<file path="src/rtl/a2d_pkg.sv">
// Shared types and constants for the A2D_intf conversion scheduler.
package a2d_pkg;

    localparam int unsigned NUM_CH = 4;

    typedef enum logic [1:0] {
        IDLE  = 2'd0,
        ISSUE = 2'd1,
        CONV  = 2'd2,
        GAP   = 2'd3
    } state_t;

    // Sweep order matches the channel sequence A2D_intf steps through on each nxt.
    typedef enum logic [1:0] {
        CH_LFT   = 2'd0,
        CH_RGHT  = 2'd1,
        CH_STEER = 2'd2,
        CH_BATT  = 2'd3
    } chan_t;

endpackage

</file>
<file path="src/rtl/a2d_sched.sv">
// Conversion scheduler: paces nxt requests to A2D_intf, tracks the channel in
// flight, strobes per-channel updates and flags conversions that never finish.
module a2d_sched
    import a2d_pkg::*;
#(
    parameter int unsigned PERIOD  = 4096,
    parameter int unsigned TMO_CYC = 3000
) (
    input  logic              clk,
    input  logic              rst_n,
    input  logic              en,
    input  logic              cnv_done,
    input  logic              clr_err,
    output logic              nxt,
    output logic [1:0]        chan,
    output logic [NUM_CH-1:0] vld,
    output logic [NUM_CH-1:0] fresh,
    output logic              tmo_err
);

    localparam int unsigned   CW      = $clog2(PERIOD);
    localparam logic [CW-1:0] P_TC    = CW'(PERIOD - 1);
    localparam logic [CW-1:0] T_TC    = CW'(TMO_CYC - 1);
    localparam logic [CW-1:0] CNT_MAX = '1;

    state_t            state_q, state_d;
    chan_t             chan_q, chan_d;
    logic              nxt_q, nxt_d;
    logic [NUM_CH-1:0] vld_q, vld_d;
    logic [NUM_CH-1:0] fresh_q, fresh_d;
    logic              tmo_q, tmo_d;
    logic [CW-1:0]     pcnt_q, pcnt_d;
    logic [CW-1:0]     tcnt_q, tcnt_d;

    always_ff @(posedge clk or negedge rst_n) begin
        if (!rst_n) begin
            state_q <= IDLE;
            chan_q  <= CH_LFT;
            nxt_q   <= 1'b0;
            vld_q   <= '0;
            fresh_q <= '0;
            tmo_q   <= 1'b0;
            pcnt_q  <= '0;
            tcnt_q  <= '0;
        end else begin
            state_q <= state_d;
            chan_q  <= chan_d;
            nxt_q   <= nxt_d;
            vld_q   <= vld_d;
            fresh_q <= fresh_d;
            tmo_q   <= tmo_d;
            pcnt_q  <= pcnt_d;
            tcnt_q  <= tcnt_d;
        end
    end

    always_comb begin
        state_d = state_q;
        chan_d  = chan_q;
        vld_d   = '0;
        fresh_d = fresh_q;
        tmo_d   = tmo_q;
        pcnt_d  = (pcnt_q == CNT_MAX) ? pcnt_q : pcnt_q + 1'b1;
        tcnt_d  = tcnt_q;

        if (clr_err)
            tmo_d = 1'b0;

        case (state_q)
            IDLE: begin
                if (en)
                    state_d = ISSUE;
            end
            ISSUE: begin
                tcnt_d  = tcnt_q + 1'b1;
                state_d = CONV;
            end
            CONV: begin
                tcnt_d = (tcnt_q == CNT_MAX) ? tcnt_q : tcnt_q + 1'b1;
                if (cnv_done) begin
                    vld_d[chan_q]   = 1'b1;
                    fresh_d[chan_q] = 1'b1;
                    chan_d          = chan_t'(chan_q + 2'd1);
                    state_d         = GAP;
                end else if (tcnt_q == T_TC) begin
                    // A2D_intf steps its own channel on every nxt, so advance anyway.
                    tmo_d           = 1'b1;
                    fresh_d[chan_q] = 1'b0;
                    chan_d          = chan_t'(chan_q + 2'd1);
                    state_d         = GAP;
                end
            end
            GAP: begin
                if (pcnt_q == P_TC)
                    state_d = en ? ISSUE : IDLE;
            end
            default: state_d = IDLE;
        endcase

        // Counters read 0 during the nxt cycle so terminal counts land exactly
        // PERIOD / TMO_CYC cycles after the request.
        if (state_d == ISSUE || state_d == IDLE) begin
            pcnt_d = '0;
            tcnt_d = '0;
        end

        nxt_d = (state_d == ISSUE);
    end

    assign nxt     = nxt_q;
    assign chan    = chan_q;
    assign vld     = vld_q;
    assign fresh   = fresh_q;
    assign tmo_err = tmo_q;

endmodule

</file>
<file path="config.mk">
export PLATFORM = sky130hd
export DESIGN_NAME = a2d_sched
export DESIGN_NICKNAME = d
export VERILOG_FILES = /design/src/rtl/a2d_pkg.sv /design/src/rtl/a2d_sched.sv
export SDC_FILE = /design/constraint.sdc
export NUM_CORES = 1
export LEC_CHECK = 0
export BUFFER_PORTS_ARGS = -buffer_cell sky130_fd_sc_hd__buf_2
export CORE_UTILIZATION = 50
export CTS_BUF_LIST = sky130_fd_sc_hd__clkbuf_4
export CTS_CLUSTER_DIAMETER = 200
export DETAILED_ROUTE_END_ITERATION = 7
export GPL_TIMING_DRIVEN = 0
export PLACE_DENSITY_LB_ADDON = 0.05
export SLEW_MARGIN = 20
export SYNTH_ARGS = -nofsm -noshare
export SYNTH_HDL_FRONTEND = slang
export SYNTH_SLANG_ARGS = --single-unit
</file>
<file path="constraint.sdc">
create_clock -name clk -period 2.7 [get_ports clk]
set_clock_uncertainty 0.2 [all_clocks]
set_input_delay 0.135 -clock clk [delete_from_list [all_inputs] [get_ports clk]]
set_output_delay 0.135 -clock clk [all_outputs]
set_load 0.02 [all_outputs]
</file>
Word level (Yosys, flattened, before mapping)
Index checks and enable logic that the tools add are counted.

Output and inout port bits: 12. Register bits: 38. Bits of input ports: 5.

Equality and inequality tests: 9. Add/subtract/negate cells: 3. Reduce and logical (&&, ||, !) cells: 8. Order comparisons: 2. Bitwise gates (word level): 3. Muxes and demuxes: 23.

Operators with widths (count): 2-to-1 mux 12 bit (4); equality test 12 bit (second input constant) (3); adder 12 x 1 -> 12 bit (second input constant) (2); one-hot mux 12 bit (2 select lines) (1); 2-to-1 mux 4 bit (4); 2-to-1 mux 2 bit (6); one-hot mux 2 bit (4 select lines) (1); 2-to-1 mux 1 bit (6); bitwise AND 4 bit (1); equality test 2 x 1 -> 1 bit (second input constant) (2); equality test 2 bit (second input constant) (2); logical NOT 2 bit (2); inverter 4 bit (1); bitwise OR 4 bit (1); AND reduction 2 bit (2); < comparator 2 x 3 -> 1 bit (second input constant) (1); inequality test 3 bit (second input constant) (1); nonzero test 3 bit (1); adder 2 x 1 -> 2 bit (second input constant) (1); demux 1 bit (select 2 bit) (1); greater-or-equal comparator 2 x 1 -> 1 bit (second input constant) (1); inequality test 2 x 1 -> 1 bit (second input constant) (1); nonzero test 2 bit (1); logical AND 1 bit (1); logical OR 1 bit (1).

Depth between registers and ports, before layout
Gate-level depths: netlist of run 1.

Word-level depth: 8. Gate-level depth with buffers: 7. Depth with buffers taken out: 7.

Worst setup path after synthesis of run 1
No wires, ideal clock.

Path type: register to register. From: register pcnt_q[0]. To: register tcnt_q[10]. Period minus slack after synthesis: 1909 ps. Arrival time: 1591 ps. Cell stages (with the launch flop): 7. Setup time: 119 ps. Setup slack: 791 ps. Cell sequence: dfrtp_1 -> ha_1 -> and4_4 -> a31oi_4 -> buf_2 -> o31a_1 -> o21a_1.

Cells in the longest elaborated chain, start to end: 7. Elaborated cells between the ends (all ways): 10.

RTL lines: start: declaration (line a2d_sched.sv:32) `logic [CW-1:0] pcnt_q, pcnt_d;`; start signal: assignment (line a2d_sched.sv:52) `pcnt_q <= pcnt_d;`; equality test 12 bit (*) (line a2d_sched.sv:94) `if (pcnt_q == P_TC)`; 2-to-1 mux 2 bit (*) (line a2d_sched.sv:94); one-hot mux 2 bit (4 select lines) (*) (line a2d_sched.sv:69) `case (state_q)`; equality test 2 x 1 -> 1 bit / logical NOT 2 bit (equally long branches) (line a2d_sched.sv:102) `if (state_d == ISSUE || state_d == IDLE) begin`; logical OR 1 bit (*) (line a2d_sched.sv:102); inequality test 3 bit (no source line) / nonzero test 3 bit (equally long branches); AND reduction 2 bit (no source line); end signal: assignment (line a2d_sched.sv:53) `tcnt_q <= tcnt_d;`; end: declaration (line a2d_sched.sv:33) `logic [CW-1:0] tcnt_q, tcnt_d;`.

Every way passes the cells marked *; elsewhere a longest branch is shown, timed or not. A chain may end at the register's enable or synchronous reset.

Final worst setup path of run 1
From: register tcnt_q[6]. To: register tmo_q, in the netlist tmo_err.

Cells in the longest elaborated chain, start to end: 4.

RTL lines: equality test 12 bit (line a2d_sched.sv:85) `end else if (tcnt_q == T_TC) begin`; 2-to-1 mux 1 bit (line a2d_sched.sv:85); 2-to-1 mux 1 bit (line a2d_sched.sv:80) `if (cnv_done) begin`; 2-to-1 mux 1 bit (line a2d_sched.sv:69); via tmo_d (line a2d_sched.sv:31) `logic tmo_q, tmo_d;`; end signal: assignment (line a2d_sched.sv:51) `tmo_q <= tmo_d;`; end: declaration (line a2d_sched.sv:31).

The timed path passes the listed nets, and every way through them passes these cells.

==> reports/metrics.cfg, run 1 <==
[run_status]
outcome=complete, no violations

[clocking]
ctsLongestPathBuffers=2
ctsRootBufferMaster=clkbuf_4
ctsHtreeMaxLevel=2
clock-sinks=38
post-cts-setup-buffers=0
path_clk_slew_ps=120
numCtsBuffers=5
cts_tree=yes
clkLatencyLatePin_ps=360

[yosys]
ys_async_sr_fraction=1.000
ys_types=51
yosys.area.top_type=dfrtp_1
syn_nets=224
synth_edf_count=0
synth_area_um2=2136
synth-seq-area-share=0.4452
ys.flop_type=dfrtp_1
synthTopCellsByArea=dfrtp_1 (45%), nand2_1 (4.0%), ha_1 (3.5%)
ys_warn_count=0
synth-seq-cells=38
synth_top_area_frac=0.4452
netlist_instances=213
avgSynthCellArea_um2=10.03

[placed_design]
pre_cts_ws_ps=483.0
gp_congestion=0.8140
dp.cells=279
hpwl_mm=3.234
io_buffers=16
place_area_um2=2278

[power]
p_total_mw=1.096
power_density_nw_per_um2=454.4
ir_drop_uv=311.3
cellLeakagePower_nw=1.045

[sta]
relSlewSlack=0.4502
maxSlewViolCount=0
finalCritPeriodShare=0.9390
rsz0062_at_grt=no
worstMarginPinSlew_ps=824.7
setup_violations=0
hold_ws_ps=185.8
timing.fmax_mhz=394.4
setup_tns_ps=0
fin_ws_ps=164.7
finalCriticalPeriod_ps=2535
final_hold_viol_count=0

[cells_and_area]
insertedDiodeCount=0
fin_nets=252
final_design_area_no_fill_um2=2411
area_delta_synth_final_pct=12.89
drive_gt1_frac=0.1942
final_cells=292
post-route-util=0.5942

[critical_path]
crit_slowest_cell=dlygate4sd3_1
worst_ep_required_time_ps=2800
crit_path_start_kind=flip-flop
r2r_start=tcnt_q[6]$_DFFE_PN0P_
endpoint_kind=flip-flop
slowest_delay_ps=570
crit_type=reg2reg
cp-startpoint=tcnt_q[6]$_DFFE_PN0P_
crit_chain=buf_2, or3_1, nor4_4, inv_1, o22ai_1, dlygate4sd3_1
worstPathMaxFanout=10
crit_arrival_ps=2630

[global_routing]
grt_max_degree=39
antenna_found_initial=0
busiest_layer=met2
grt_pass1_wl_mm=7.948
grtUsageMet1=0.3251
grt_pass1_vias=1681
gr-usage-met3=0.04899
gr-usage-all-layers=0.2372
grtUsageMet2=0.3675
grt_overflow=0

[hold_path]
hp-class=in2async

[route]
vias=1782
detail-route-antenna-nets=0
wl_per_cell_um=16.25
remaining_drc_errors=0
drt_wl_total_mm=4.746
via_per_inst=6.103
first_pass_iters=4
first_iter_violations=155

[floorplan]
io-pin-count=17
start_util=0.5264
die_h_um=67.36
die-area_um2=4537
num_rows=23
core_um2=4058
die_x_um=67.36

[flow_run]
drv_cap=0

[power by group]
group          leakage [nW]  switching (mW)  internal (mW)
clock network        0.0374           0.207          0.194
registers             0.493          0.0136          0.584
logic                 0.515          0.0599         0.0366
total                  1.05           0.281          0.815
[layout make-up]
type                       instances  area (um^2)
fill                             370         1647
multi-input combinational        158         1105
sequential                        38        950.9
timing repair buffer              21        130.1
tap                               50        62.56
buffer                             8        46.29
clock inverter                     3        45.04
clock buffer                       5        37.54
inverter                           9        33.78
[per-layer routing]
layer	wire (um)	up-vias
li1	-	860
met4	62	0
met2	2172	41
met1	2302	875
met3	208	6
met5	0	-
[final timing paths]
kind,end,slack (ps),cells past startpoint
max reg2reg,tmo_err$_DFF_PN0_,160,6
min in group clk,flip-flop,290,1
min,tcnt_q[8]$_DFFE_PN0P_,190,2
min reg2reg,flip-flop,290,1
max,tmo_err$_DFF_PN0_,160,6
max in group asynchronous,pcnt_q[9]$_DFFE_PN0P_,1580,2
[synthesized netlist by cell type (all sizes together), types with 2 or more instances]
master	number
nor2	9
and3	6
nand2	23
a21o	5
nor4	6
or3	3
a31oi	2
xnor2	2
nand2b	4
o311ai	2
nand3	6
or2	2
a211oi	6
buf	8
and2	2
o41ai	2
o21ai	9
a21oi	14
ha	6
o22ai	3
and4	7
or4	5
a221o	2
mux2i	4
dfrtp	38
nand4	8
nor3	5
inv	9
o31ai	6
[what timing repair did]
action / CTS / global route
endpoints found under the hold margin: 45 / 0
endpoints found under the setup margin: 0 / 1
resized for setup: 0 / 0
hold buffers: 5 / 0
[critical path: cells and delay by family (launching register included)]
kind                   cells  cell delay, ps
and+or+nand+nor            2             880
buffers and inverters      3             850
AOI/OAI and AO/OA          1             150
DFF                        1             380
[cell usage in the layout, fill, tap and decap left out, types with 4 or more instances in the layout]
cell and instances:
a211oi_1 6, a21o_1 5, a21oi_1 14, and3_1 6, and4_1 5, buf_2 23
clkbuf_4 5, dfrtp_1 38, dlygate4sd3_1 5, ha_1 6, inv_1 8, mux2i_1 4
nand2_1 23, nand2b_1 4, nand3_1 6, nand4_1 6, nor2_1 9, nor3_1 4
o21ai_0 8, o31ai_1 6, or4_1 5
[cell families after synthesis]
family	after synthesis	synth area share
compound gates	56	0.1845
simple gates	90	0.2707
mux	4	0.01875
fa+ha+maj	6	0.03515
xor+xnor	2	0.008203
buf+inv	17	0.03749
flops	38	0.4452
(Power assumes the default switching activity.)
==> run 2: changes to the inputs <==
--- a/config.mk
+++ b/config.mk
@@ -6,11 +6,13 @@
 export NUM_CORES = 1
 export LEC_CHECK = 0
 export BUFFER_PORTS_ARGS = -buffer_cell sky130_fd_sc_hd__buf_2
+export CORE_MARGIN = 3
 export CORE_UTILIZATION = 50
 export CTS_BUF_LIST = sky130_fd_sc_hd__clkbuf_4
 export CTS_CLUSTER_DIAMETER = 200
 export DETAILED_ROUTE_END_ITERATION = 7
 export GPL_TIMING_DRIVEN = 0
+export MAX_ROUTING_LAYER = met4
 export PLACE_DENSITY_LB_ADDON = 0.05
 export SLEW_MARGIN = 20
 export SYNTH_ARGS = -nofsm -noshare
==> run 2 against run 1 <==
  * Non-clock buffer count stayed put
  * Die area is 12% higher
  * Clock power is 18% higher
  * Core utilization is 0.46 points higher
  * Critical path depth stayed put
  * Worst hold slack better by 39 ps
  * Sequential share of layout area is 0.30 points lower
  * Global-route usage is 2.9 points lower
  * Sequential power hardly changed
  * Via count is 2.1% lower
  * Largest power group unchanged
==> reports/metrics.cfg, run 2 (synthesis results as in run 1) <==
[route]
vias=1744  ; -2.1%
first_iter_violations=94  ; -39%
detail-route-antenna-nets=0  ; unchanged
remaining_drc_errors=0  ; unchanged
wl_per_cell_um=15.60  ; -4.0%
first_pass_iters=4  ; unchanged
via_per_inst=5.973  ; -2.1%
drt_wl_total_mm=4.556  ; -4.0%

[critical_path]
crit_arrival_ps=2560  ; -70 ps
crit_chain=ha_1, nand3_1, nor4_4, inv_1, o22ai_1, dlygate4sd3_1
worst_ep_required_time_ps=2780  ; -20 ps
endpoint_kind=flip-flop
crit_path_start_kind=flip-flop
r2r_cells=6  ; unchanged
rr_endpoint=tmo_err$_DFF_PN0_
slowest_delay_ps=550  ; -20 ps
cp_top_family=simple AND/OR/NAND/NOR gates
reg2reg_slack_ps=220  ; +50 ps
r2r_start=tcnt_q[0]$_DFFE_PN0P_
worstPathMaxFanout=8  ; -2
path_buf_inv=2  ; -1
crit_slowest_cell=dlygate4sd3_1
crit_type=reg2reg

[global_routing]
grt_pass1_wl_mm=8.211  ; +3.3%
busiest_layer=met2
gr-usage-all-layers=0.2085  ; -0.02867
grt_max_degree=39  ; unchanged
antenna_found_initial=0  ; unchanged
grtUsageMet2=0.3337  ; -0.03383
grt_pass1_vias=1819  ; +8.2%
grt_overflow=0  ; unchanged
grtUsageMet1=0.2654  ; -0.05974
gr-usage-met3=0.05049  ; +0.001504

[clocking]
ctsLongestPathBuffers=2  ; unchanged
cts_tree=yes
ctsRootBufferMaster=clkbuf_4
clock-sinks=38  ; unchanged
hold_buffers=5  ; unchanged
numCtsBuffers=5  ; unchanged
clkLatencyLatePin_ps=340  ; -20 ps
ctsHtreeMaxLevel=2  ; unchanged
path_clk_slew_ps=110  ; about the same
cts-resized-gates=0  ; unchanged
post-cts-setup-buffers=0  ; unchanged

[floorplan]
die_h_um=71.36  ; +5.9%
io-pin-count=17  ; unchanged
start_util=0.5264  ; unchanged
die_x_um=71.36  ; +5.9%
num_rows=23  ; unchanged
core_um2=4058  ; unchanged
die-area_um2=5092  ; +12%

[power]
p_int_uw=905.8  ; +11%
pwr-share-seq=0.513  ; -0.033
p_switching_uw=257.8  ; -8.2%
p_comb_frac=0.081  ; -0.007
ir_drop_uv=349.5  ; +12%
cellLeakagePower_nw=1.061  ; +1.5%
switching_share=0.2215  ; -0.03472
p_clk_frac=0.405  ; +0.039
power_density_nw_per_um2=478.8  ; +5.4%

[sta]
worstMarginPinSlew_ps=840.4  ; +15.75 ps
fin_ws_ps=215.9  ; +51.13 ps
setup_violations=0  ; unchanged
hold_ws_ps=225.0  ; +39.17 ps
relSlewSlack=0.4397  ; -0.01050
finalCriticalPeriod_ps=2484  ; -51.13 ps
setup_tns_ps=0  ; unchanged
final_hold_viol_count=0  ; unchanged
finalCritPeriodShare=0.9200  ; -0.01894
rsz0062_at_grt=no
timing.fmax_mhz=402.6  ; +2.1%
maxSlewViolCount=0  ; unchanged

[cells_and_area]
final_cell_mix=dfrtp_1 (38), buf_2 (23), nand2_1 (23)
layout_commonest_cell=dfrtp_1
drive_gt1_frac=0.1901  ; -0.004132
area_delta_synth_final_pct=13.77
fillers=345  ; -6.8%
insertedDiodeCount=0  ; unchanged
fin_nets=252  ; unchanged

[placed_design]
pre_cts_ws_ps=463.0  ; -20.02 ps
io_buffers=16  ; unchanged
gp_congestion=0.8269  ; +1.6%
hpwl_mm=3.197  ; -1.1%

[run_status]
outcome=complete, no violations

[flow_run]
drv_cap=0  ; unchanged

[hold_path]
hp-class=in2async

run 2: through the flow:
stage	total power, mW	cells	area [um^2]	utilization
3_5_place_dp	0.7002	279	2278	0.5615
2_1_floorplan	0.6620	213	2136	-
3_3_place_gp	0.6967	279	2278	0.5615
6_report	1.164	292	2430	0.5988
4_1_cts	1.178	292	2430	0.5988
5_1_grt	1.223	292	2430	0.5988
run 2: worst max path at each step:
stage | from | endpoint | slack (ps) | cells past startpoint
2_1_floorplan | pcnt_q[0]$_DFFE_PN0P_ | tcnt_q[10]$_DFFE_PN0P_ | 790 | 6
3_3_place_gp | pcnt_q[0]$_DFFE_PN0P_ | pcnt_q[4]$_DFFE_PN0P_ | 460 | 7
3_5_place_dp | pcnt_q[0]$_DFFE_PN0P_ | pcnt_q[4]$_DFFE_PN0P_ | 460 | 7
4_1_cts | tcnt_q[0]$_DFFE_PN0P_ | tmo_err$_DFF_PN0_ | 200 | 6
5_1_grt | tcnt_q[0]$_DFFE_PN0P_ | tmo_err$_DFF_PN0_ | 20 | 6
6_report | tcnt_q[0]$_DFFE_PN0P_ | tmo_err$_DFF_PN0_ | 220 | 6
run 2: power groups by stage:
stage | registers (mW) | clock network (mW) | logic (mW)
6_report | 0.597 | 0.472 | 0.0945
5_1_grt | 0.601 | 0.515 | 0.106
4_1_cts | 0.598 | 0.484 | 0.0965
3_5_place_dp | 0.609 | 0 | 0.0916
3_3_place_gp | 0.608 | 0 | 0.0888
2_1_floorplan | 0.619 | 0 | 0.0429
run 2: cell type report:
class / count / area, um^2 / area share
clock buffers: 5 / 37.54 / 0.01545
repair buffers: 21 / 130.1 / 0.05355
well taps: 50 / 62.56 / 0.02575
clock inverters: 3 / 63.81 / 0.02626
multi-input cells: 158 / 1105 / 0.4547
flip-flops and latches: 38 / 950.9 / 0.3913
plain buffers: 8 / 46.29 / 0.01905
inverters: 9 / 33.78 / 0.01390
run 2: per-layer routing:
| metal | vias to the layer above | wire, um |
|---|---|---|
| li1 | 862 | - |
| met1 | 840 | 2186 |
| met2 | 35 | 2124 |
| met3 | 7 | 180 |
| met4 | 0 | 63 |
| met5 | - | 0 |
==> run 3: changes to the inputs <==
--- a/config.mk
+++ b/config.mk
@@ -6,8 +6,10 @@
 export NUM_CORES = 1
 export LEC_CHECK = 0
 export BUFFER_PORTS_ARGS = -buffer_cell sky130_fd_sc_hd__buf_2
+export CELL_PAD_IN_SITES_DETAIL_PLACEMENT = 2
+export CELL_PAD_IN_SITES_GLOBAL_PLACEMENT = 2
 export CORE_MARGIN = 3
-export CORE_UTILIZATION = 50
+export CORE_UTILIZATION = 36
 export CTS_BUF_LIST = sky130_fd_sc_hd__clkbuf_4
 export CTS_CLUSTER_DIAMETER = 200
 export DETAILED_ROUTE_END_ITERATION = 7
==> constraint.sdc (replaced) <==
create_clock -name clk -period 2.1 [get_ports clk]
set_clock_uncertainty 0.2 [all_clocks]
set_input_delay 0.105 -clock clk [delete_from_list [all_inputs] [get_ports clk]]
set_output_delay 0.105 -clock clk [all_outputs]
set_load 0.02 [all_outputs]
==> run 3 against run 2 <==
  * Sequential cell count is the same
  * Routed wire length increased by 39%
  * Via count up 7.9%
  * First-iteration DRC count rose by 9.6%
  * Total power grew 12%
  * Largest power group unchanged
  * Final area up 4.8%
  * Critical path depth shrank 1
  * Core utilization shrank 14 points
  * Highest routed layer unchanged
==> reports/metrics.cfg, run 3 (synthesis results as in run 1) <==
[run_status]
outcome=complete, no violations

[sta]
final_hold_viol_count=0  ; unchanged
finalCriticalPeriod_ps=2051  ; -433.6 ps
relSlewSlack=0.4100  ; -0.02971
fin_ws_ps=49.45  ; -166.4 ps
setup_violations=0  ; unchanged
finalCritPeriodShare=0.9765  ; +0.05640
maxSlewViolCount=0  ; unchanged
hold_ws_ps=170.2  ; -54.80 ps
setup_tns_ps=0  ; unchanged
timing.fmax_mhz=487.7  ; +21%
worstMarginPinSlew_ps=885.0  ; +44.56 ps

[placed_design]
pre_cts_ws_ps=-217.9  ; -680.9 ps
io_buffers=16  ; unchanged
hpwl_mm=4.388  ; +37%
gp_congestion=0.8231  ; -0.46%
dp.cells=301  ; +7.9%

[floorplan]
die_x_um=83.03  ; +16%
die-area_um2=6893  ; +35%
die_h_um=83.03  ; +16%
io-pin-count=17  ; unchanged
num_rows=27  ; +17%
core_um2=5608  ; +38%
start_util=0.3809  ; -0.1455

[power]
ir_drop_uv=275.0  ; -21%
power_density_nw_per_um2=512.6  ; +7.0%
cellLeakagePower_nw=1.110  ; +4.6%

[route]
remaining_drc_errors=0  ; unchanged
detail-route-antenna-nets=0  ; unchanged
drt_wl_total_mm=6.336  ; +39%
first_iter_violations=103  ; +9.6%
wl_per_cell_um=19.74  ; +27%
via_per_inst=5.860  ; -1.9%
first_pass_iters=4  ; unchanged
vias=1881  ; +7.9%

[clocking]
ctsLongestPathBuffers=2  ; unchanged
clkLatencyLatePin_ps=370  ; +30 ps
ctsRootBufferMaster=clkbuf_4
numCtsBuffers=5  ; unchanged
clock-sinks=38  ; unchanged
path_clk_slew_ps=120  ; about the same
cts_tree=yes
ctsHtreeMaxLevel=2  ; unchanged

[critical_path]
crit_arrival_ps=2110  ; -450 ps
crit_type=reg2reg
crit_path_start_kind=flip-flop
worst_ep_required_time_ps=2160  ; -620 ps
worstPathMaxFanout=10  ; +2
endpoint_kind=flip-flop

[global_routing]
gr-usage-all-layers=0.2029  ; -0.005609
grt_pass1_vias=2091  ; +15%
grt_pass1_wl_mm=11.00  ; +34%
grt_max_degree=39  ; unchanged
antenna_found_initial=0  ; unchanged
grt_overflow=0  ; unchanged

[cells_and_area]
final_cell_mix=dfrtp_1 (37), nand2_1 (22), buf_2 (21)
drive_gt1_frac=0.2490  ; +0.05891
final_cells=321  ; +9.9%
insertedDiodeCount=0  ; unchanged
fin_nets=259  ; +2.8%
layout_commonest_cell=dfrtp_1
area_delta_synth_final_pct=19.21
post-route-util=0.4540  ; -0.1448

[flow_run]
drv_cap=0  ; unchanged

[hold_path]
hp-class=in2async

run 3: power breakdown:
part / internal (mW) / switching [mW] / total [mW]
clock network: 0.139 / 0.265 / 0.403
logic: 0.0491 / 0.0811 / 0.130
registers: 0.752 / 0.0200 / 0.772
total: 0.939 / 0.366 / 1.31
run 3: stage by stage:
step                instance area (um^2)  total power [mW]
floorplan                           2136            0.8511
global placement                    2306            0.8982
detailed placement                  2306            0.9114
CTS                                 2475             1.322
global route                        2546             1.378
finish                              2546             1.305
run 3: critical path, stage by stage, from the launching register on:
cell	delay, ps
dfrtp_1	510
nand4_4	190
nor4_4	450
buf_6	220
a211oi_1	90
a221o_1	270
run 3: layout make-up:
| type | count | area [um^2] |
|---|---|---|
| Multi-Input combinational cell | 158 | 1181 |
| Tap cell | 72 | 90.09 |
| Clock inverter | 2 | 8.758 |
| Timing Repair Buffer | 28 | 180.2 |
| Sequential cell | 38 | 952.2 |
| Buffer | 8 | 55.05 |
| Fill cell | 613 | 3062 |
| Clock buffer | 6 | 45.04 |
| Inverter | 9 | 33.78 |
run 3: path summary, 6_finish.rpt:
check | startpoint | to | slack, ps | depth (start not counted)
worst max-delay path | tcnt_q[4]$_DFFE_PN0P_ | tcnt_q[0]$_DFFE_PN0P_ | 50 | 5
worst min-delay path | rst_n | tcnt_q[8]$_DFFE_PN0P_ | 170 | 2
worst max register to register | tcnt_q[4]$_DFFE_PN0P_ | tcnt_q[0]$_DFFE_PN0P_ | 50 | 5
worst min register to register | flip-flop | flip-flop | 300 | 1
max in group asynchronous | rst_n | tcnt_q[0]$_DFFE_PN0P_ | 910 | 2
min in group clk | clr_err | tmo_err$_DFF_PN0_ | 270 | 3
run 3: what timing repair did:
item / CTS / global route
setup buffers: 5 / 3
pin swaps: 2 / 5
hold endpoints to repair: 47 / 0
resized for setup: 9 / 8
endpoints found under the setup margin: 27 / 26
hold buffers: 4 / 0
run 3: per-layer routing:
metal | routed length, um | up-vias | GRT usage | part of all wire
li1 | - | 876 | - | -
met1 | 3029 | 970 | 0.2679 | 0.48
met2 | 3084 | 28 | 0.3207 | 0.49
met3 | 143 | 7 | 0.03571 | 0.023
met4 | 78 | 0 | 0.05795 | 0.012
met5 | 0 | - | - | 0
